## config.mk

```make
export PLATFORM = sky130hd
export DESIGN_NAME = seq_detector_param
export DESIGN_NICKNAME = d
export VERILOG_FILES = /design/src/rtl/seq_det_pkg.sv /design/src/rtl/seq_history_shreg.sv /design/src/rtl/seq_detector_param.sv
export SDC_FILE = /design/constraint.sdc
export NUM_CORES = 1
export LEC_CHECK = 0
export CORE_MARGIN = 2
export CORE_UTILIZATION = 50
export DETAILED_ROUTE_END_ITERATION = 10
export PLACE_DENSITY = 0.87
export SETUP_SLACK_MARGIN = 0.3
export SLEW_MARGIN = 20
export SYNTH_ARGS = -nofsm -noshare
export SYNTH_HDL_FRONTEND = slang
export SYNTH_SLANG_ARGS = --single-unit
```

## constraint.sdc

```tcl
create_clock -name clk_pulse -period 3.3 [get_ports clk_pulse]
set_input_delay 0.495 -clock clk_pulse [delete_from_list [all_inputs] [get_ports clk_pulse]]
set_output_delay 0.495 -clock clk_pulse [all_outputs]
set_load 0.03 [all_outputs]
```

## src/rtl/seq_det_pkg.sv

```systemverilog
// seq_det_pkg
// Shared definitions for the runtime-programmable serial pattern detector:
//   - state_e         : FSM state encodings (ST_FILL, ST_DETECT)
//   - MODE_OVERLAP    : overlap mode select value (1)
//   - MODE_NONOVERLAP : non-overlap mode select value (0)
//   - lenIsValid()    : accepts a pattern length in the range 2..maxLen
package seq_det_pkg;

  typedef enum logic [1:0] {
    ST_FILL   = 2'b01,
    ST_DETECT = 2'b10
  } state_e;

  localparam logic MODE_OVERLAP    = 1'b1;
  localparam logic MODE_NONOVERLAP = 1'b0;

  // A single-bit pattern is meaningless for a sequence detector, so the
  // smallest accepted length is two.
  function automatic logic lenIsValid(input int unsigned len,
                                      input int unsigned maxLen);
    return (len >= 32'd2) && (len <= maxLen);
  endfunction

endpackage

```

## src/rtl/seq_history_shreg.sv

```systemverilog
// seq_history_shreg
// Bit-history shift register with a fill counter that saturates at the
// programmed pattern length.
// Ports:
//   clk_i     : clock, rising edge
//   rst_ni    : synchronous active-low reset
//   clear_i   : clears history and fill (new configuration)
//   fillClr_i : clears the fill counter only; history keeps shifting
//   shift_i   : shift bit_i into the history this cycle
//   bit_i     : serial data bit
//   len_i     : current pattern length (fill saturation point)
//   hist_o    : history, newest bit at LSB
//   fill_o    : number of sampled bits, saturated at len_i
module seq_history_shreg
  import seq_det_pkg::*;
#(
  parameter int HIST_W = 15,
  parameter int LEN_W  = 5
) (
  input  logic              clk_i,
  input  logic              rst_ni,
  input  logic              clear_i,
  input  logic              fillClr_i,
  input  logic              shift_i,
  input  logic              bit_i,
  input  logic [LEN_W-1:0]  len_i,
  output logic [HIST_W-1:0] hist_o,
  output logic [LEN_W-1:0]  fill_o
);

  localparam logic [LEN_W-1:0] FILL_ONE = LEN_W'(1);

  logic [HIST_W-1:0] hist_q, hist_d;
  logic [LEN_W-1:0]  fill_q, fill_d;

  // Fill clear wins over the increment: the bit shifted in on a
  // non-overlapping match belongs to the pattern just consumed.
  always_comb begin
    hist_d = hist_q;
    fill_d = fill_q;
    if (clear_i) begin
      hist_d = '0;
      fill_d = '0;
    end else begin
      if (shift_i) begin
        hist_d = {hist_q[HIST_W-2:0], bit_i};
        if (fill_q < len_i) begin
          fill_d = fill_q + FILL_ONE;
        end
      end
      if (fillClr_i) begin
        fill_d = '0;
      end
    end
  end

  always_ff @(posedge clk_i) begin
    if (!rst_ni) begin
      hist_q <= '0;
      fill_q <= '0;
    end else begin
      hist_q <= hist_d;
      fill_q <= fill_d;
    end
  end

  assign hist_o = hist_q;
  assign fill_o = fill_q;

endmodule

```

## src/rtl/seq_detector_param.sv

```systemverilog
// seq_detector_param
// Runtime-programmable serial bit-pattern detector with overlapping and
// non-overlapping modes, input-valid qualifier and saturating match counter.
// Optional feature macro: SEQDET_COUNT_EN (builds the match counter; when
// undefined match_count is tied to zero).
// Ports:
//   clk_pulse   : clock, rising edge
//   clear_n     : synchronous active-low reset
//   inp_valid   : qualifies inp_1
//   inp_1       : serial data bit
//   cfg_we      : load pattern/length/mode
//   cfg_pattern : new pattern, bit [len-1] arrives first, bit 0 last
//   cfg_len     : new pattern length
//   cfg_overlap : 1 overlapping, 0 non-overlapping
//   match       : one-cycle pulse on detection
//   match_count : saturating match count
//   cfg_err     : one-cycle pulse on a rejected configuration
//   state       : present FSM state for debug LEDs
module seq_detector_param
  import seq_det_pkg::*;
#(
  parameter int                 MAX_LEN     = 16,
  parameter logic [MAX_LEN-1:0] DEF_PATTERN = 16'b0000_0000_0001_1011,
  parameter int                 DEF_LEN     = 5,
  parameter int                 CNT_W       = 8
) (
  input  logic                         clk_pulse,
  input  logic                         clear_n,
  input  logic                         inp_valid,
  input  logic                         inp_1,
  input  logic                         cfg_we,
  input  logic [MAX_LEN-1:0]           cfg_pattern,
  input  logic [$clog2(MAX_LEN+1)-1:0] cfg_len,
  input  logic                         cfg_overlap,
  output logic                         match,
  output logic [CNT_W-1:0]             match_count,
  output logic                         cfg_err,
  output logic [1:0]                   state
);

  localparam int LEN_W = $clog2(MAX_LEN+1);
  // The oldest of MAX_LEN history bits can never take part in a compare,
  // since the live bit always fills the LSB of the candidate window.
  localparam int HIST_W = MAX_LEN - 1;
  localparam logic [LEN_W-1:0] DEF_LEN_V = LEN_W'(DEF_LEN);
  localparam logic [LEN_W:0]   FILL_ONE  = (LEN_W+1)'(1);

  state_e               state_q, state_d;
  logic [MAX_LEN-1:0]   pattern_q;
  logic [LEN_W-1:0]     len_q;
  logic                 overlap_q;
  logic                 match_q, cfgErr_q;

  logic [HIST_W-1:0]    hist;
  logic [LEN_W-1:0]     fill;
  logic [MAX_LEN-1:0]   lenMask, cand;
  logic [LEN_W:0]       fillPlus;
  logic                 cfgValid, cfgReject, sampleBit, lastBit, hit;
  logic                 illegalState, fillClr;

  // Config handling: a valid write pre-empts the data bit of the same cycle,
  // an invalid one is only flagged and leaves detection alone.
  always_comb begin
    cfgValid  = cfg_we && lenIsValid(32'(cfg_len), MAX_LEN);
    cfgReject = cfg_we && !cfgValid;
    sampleBit = inp_valid && !cfgValid;
  end

  // Compare window: the stored history plus the bit arriving now, so a match
  // is registered on the same edge that samples the final bit.
  always_comb begin
    lenMask = '0;
    for (int i = 0; i < MAX_LEN; i++) begin
      lenMask[i] = (i < int'(len_q));
    end
    cand     = {hist, inp_1};
    fillPlus = {1'b0, fill} + FILL_ONE;
    lastBit  = (fillPlus >= {1'b0, len_q});
    hit      = sampleBit && lastBit &&
               ((cand & lenMask) == (pattern_q & lenMask));
  end

  // Next-state logic; in non-overlapping mode every match restarts the fill,
  // even the first one seen while still in FILL.
  always_comb begin
    state_d      = state_q;
    illegalState = 1'b0;
    case (state_q)
      ST_FILL: begin
        if (sampleBit && lastBit) begin
          state_d = ST_DETECT;
        end
      end
      ST_DETECT: begin
        state_d = ST_DETECT;
      end
      default: begin
        state_d      = ST_FILL;
        illegalState = 1'b1;
      end
    endcase
    if (hit && (overlap_q == MODE_NONOVERLAP)) begin
      state_d = ST_FILL;
    end
    if (cfgValid) begin
      state_d = ST_FILL;
    end
    fillClr = illegalState || (hit && (overlap_q == MODE_NONOVERLAP));
  end

  // Control and configuration registers.
  always_ff @(posedge clk_pulse) begin
    if (!clear_n) begin
      state_q   <= ST_FILL;
      pattern_q <= DEF_PATTERN;
      len_q     <= DEF_LEN_V;
      overlap_q <= MODE_OVERLAP;
      match_q   <= 1'b0;
      cfgErr_q  <= 1'b0;
    end else begin
      state_q  <= state_d;
      match_q  <= hit;
      cfgErr_q <= cfgReject;
      if (cfgValid) begin
        pattern_q <= cfg_pattern;
        len_q     <= cfg_len;
        overlap_q <= cfg_overlap;
      end
    end
  end

  seq_history_shreg #(
    .HIST_W (HIST_W),
    .LEN_W  (LEN_W)
  ) uHistory (
    .clk_i     (clk_pulse),
    .rst_ni    (clear_n),
    .clear_i   (cfgValid),
    .fillClr_i (fillClr),
    .shift_i   (sampleBit),
    .bit_i     (inp_1),
    .len_i     (len_q),
    .hist_o    (hist),
    .fill_o    (fill)
  );

`ifdef SEQDET_COUNT_EN
  localparam logic [CNT_W-1:0] CNT_ONE = CNT_W'(1);
  logic [CNT_W-1:0] count_q, count_d;

  // Counter steps on the same edge that raises match and sticks at all-ones.
  always_comb begin
    count_d = count_q;
    if (hit && (count_q != {CNT_W{1'b1}})) begin
      count_d = count_q + CNT_ONE;
    end
  end

  always_ff @(posedge clk_pulse) begin
    if (!clear_n) begin
      count_q <= '0;
    end else begin
      count_q <= count_d;
    end
  end

  assign match_count = count_q;
`else
  assign match_count = '0;
`endif

  assign match   = match_q;
  assign cfg_err = cfgErr_q;
  assign state   = state_q;

endmodule

```

==> flow_metrics.env <==
export IMPL_io_pins=39
export IMPL_cts_clk_slew_worst_paths_ps=90
export IMPL_cp_required_ps=3490
export IMPL_synth_edf_count=0
export IMPL_total_leakage_power_nw=1.19
export IMPL_grt_use_total_pct=18.2
export IMPL_antenna_left=0
export IMPL_grt_pass1_vias=1731
export IMPL_die_w_um=73.8
export IMPL_hp_start="state[1]"
export IMPL_grt_pass1_wl_um=7750
export IMPL_synth_warnings=0
export IMPL_numCtsBuffers=5
export IMPL_place_congestion=0.874
export IMPL_synth_area_leaders="dfxtp_1 38%, mux2i_1 14%, ha_1 6.2%"
export IMPL_post_cts_buffers=0
export IMPL_crit_buf_inv=0
export IMPL_combPwrFrac_pct=16.4
export IMPL_fmax_mhz=382
export IMPL_start_util_pct=51.6
export IMPL_slew_headroom_pct=62.2
export IMPL_vias=1892
export IMPL_cts_buffer_depth=2
export IMPL_drive_gt1_share_pct=6.57
export IMPL_die_area_um2=5450
export IMPL_rsz0062_at_grt="no"
export IMPL_synth_top_family_by_area="simple AND/OR/NAND/NOR gates"
export IMPL_cp_slowest_cell="dfxtp_1"
export IMPL_antenna_found_initial=0
export IMPL_peakVddDrop_uv=304
export IMPL_hold_depth=2
export IMPL_p_sw_share_pct=25.2
export IMPL_fin_util_pct=61.6
export IMPL_antennaDiodeCount=0
export IMPL_grt_max_degree=27
export IMPL_path_cells="ha_1 > xor2_1 > ha_1 > a2111oi_0 > nor3_1 > o311ai_2 > nor4_4 > o32a_1"
export IMPL_syn_avg_cell_area_um2=9.34
export IMPL_power_internal_mw=0.986
export IMPL_clock_root_buffer="clkbuf_8"
export IMPL_drt_initial_drc_count=55
export IMPL_synth_cell_type_count=39
export IMPL_htree_levels=2
export IMPL_switching_power_mw=0.332
export IMPL_reg2regPathDepth=8
export IMPL_ys_flop_type="dfxtp_1"
export IMPL_via_per_inst=5.31
export IMPL_regToRegEndpoint="state[0]"
export IMPL_max_slew_worst_pin_slew_ps=563
export IMPL_yosysSeqAreaShare_pct=37.8
export IMPL_path_class="flop to flop"
export IMPL_yosysTopAreaCellShare_pct=37.8
export IMPL_synth_seq_cells=46
export IMPL_io_buffer_count=30
export IMPL_maxCapViolations=0
export IMPL_hold_path_class="flop to flop"
export IMPL_routed_wl_um=4580
export IMPL_max_stage_delay_ps=470
export IMPL_yosys_area_top_type="dfxtp_1"
export IMPL_setup_viol=0
export IMPL_timing_critical_path_mode_cell="ha_1"
export IMPL_whs_endpoint="state[1]"
export IMPL_hold_viol=0
export IMPL_dp_hpwl_um=3530
export IMPL_setup_tns_ps=0
export IMPL_drv_slew=0
export IMPL_cts_tree="built"
export IMPL_rows=25
export IMPL_gr_total_overflow=0
export IMPL_synth_area_um2=2440
export IMPL_synthAdderAreaFrac_pct=6.16
export IMPL_final_nets=327
export IMPL_worstPathMaxFanout=7
export IMPL_critPathTopFamily="compound AO/OA/AOI/OAI gates"
export IMPL_arrival_ps=2810
export IMPL_finalCriticalPeriod_ps=2620
export IMPL_area_growth_pct=19.4
export IMPL_syn_inst=261
export IMPL_skew_ps=5.04
export IMPL_muxShareOfSynthArea_pct=14.0
export IMPL_core_area_um2=4720
export IMPL_drc_errors=0
export IMPL_power_share_clock_pct=37.7
export IMPL_synth_compound_area_share_pct=9.49
export IMPL_synth_simple_gate_area_share_pct=18.7
export IMPL_cp_start_kind="flop"
export IMPL_firstDrtPassIters=4
export IMPL_final_period_utilization_pct=79.3
export IMPL_seq_power_share_pct=45.8
export IMPL_p_per_area_nw_per_um2=453
export IMPL_yosys_area_share_xor_xnor_pct=8.26
export IMPL_r2r_start="uHistory.fill_o[0]"
export IMPL_reg2reg_slack_ps=680
export IMPL_async_flop_share_pct=0
export IMPL_mostFrequentLayoutCell="dfxtp_1"
export IMPL_wl_per_cell_um=12.9
export IMPL_clock_latency_ps=300
export IMPL_clock_sinks=46
export IMPL_status="finished, final reports clean"
export IMPL_die_h_um=73.8
export IMPL_crit_path_end_kind="flop"
export IMPL_mostFrequentLayoutCells="46 x dfxtp_1, 34 x mux2i_1, 30 x clkdlybuf4s50_1"
## synth_stat cells (2+ instances only)
cell,n
dfxtp_1,46
mux2i_1,34
nand2_1,18
nor2_1,17
xnor2_1,17
nor2b_1,14
ha_1,12
nor3_1,11
clkbuf_1,10
o21ai_0,10
buf_4,8
a21oi_1,6
inv_1,6
xor2_1,6
nand3_1,5
nor4_1,5
a2111oi_0,3
a21boi_0,3
a22oi_1,3
buf_2,3
nand4_1,3
nand2b_1,2
o211ai_1,2
o32ai_1,2
## sequential cells by signal, summed over array words and instances, names as in the netlist
register,cells
cfg_err,1
match,1
pattern_q,16
state,2
uHistory.fill_o,5
overlap_q,1
len_q,5
uHistory.hist_o,15
## what timing repair did
item / CTS / global route
hold buffers: 0 / 0
resized for setup: 0 / 1
endpoints found under the setup margin: 0 / 1
## through the flow
stage          std cells  power (mW)  hold slack, ps  worst slack, ps  cell area (µm²)
2_1_floorplan        268       0.764             465              763             2460
3_3_place_gp         348       0.825             477              591             2770
3_5_place_dp         348       0.833             485              501             2770
4_1_cts              356        1.33             505              488             2900
5_1_grt              356        1.37             534              494             2910
6_report             356        1.32             502              683             2910
## worst min-delay path, delay by kind of cell, from the launching register on
kind | cells | cell delay [ps]
flops | 1 | 320
buf+inv | 1 | 70
compound gates | 1 | 70
## cells by family after synthesis
logic type / Yosys count
buffers and inverters: 27
AND/OR/NAND/NOR: 84
flip-flops: 46
XOR/XNOR: 23
multiplexers: 34
AO/OA/AOI/OAI: 34
other: 1
adder cells (fa/ha/maj): 12
## power groups by stage
stage / logic (mW) / registers, mW / clock network (mW)
6_report: 0.217 / 0.604 / 0.497
2_1_floorplan: 0.146 / 0.618 / 0
3_5_place_dp: 0.216 / 0.617 / 0
4_1_cts: 0.218 / 0.604 / 0.508
5_1_grt: 0.240 / 0.608 / 0.526
3_3_place_gp: 0.210 / 0.616 / 0
## worst max path at each step
stage / startpoint / slack [ps] / endpoint / depth (start not counted)
after floorplan: len_q[1] / 760 / state[0] / 8
after global placement: cfg_len[1] / 590 / state[0] / 6
after detailed placement: cfg_len[1] / 500 / state[0] / 6
after CTS: uHistory.fill_o[0] / 490 / state[0] / 7
after global routing: uHistory.fill_o[0] / 490 / state[0] / 8
final: uHistory.fill_o[0] / 680 / state[0] / 8
## cell type report
cell class	instances	area, µm²
multi-input combinational	195	1420
inverter	6	22.5
sequential	46	921
fill	404	1810
timing repair buffer	34	330
clock inverter	3	68.8
clock buffer	5	68.8
tap	67	83.8
## layer usage
layer | track usage [%] | part of all wire (%) | vias to the layer above
met4 | 5.45 | 0.98 | 0
met5 | 0 | 0 | -
met1 | 23.3 | 46 | 887
li1 | - | - | 950
met3 | 4.12 | 5.3 | 4
met2 | 30.7 | 48 | 51
(Power assumes the default switching activity.)
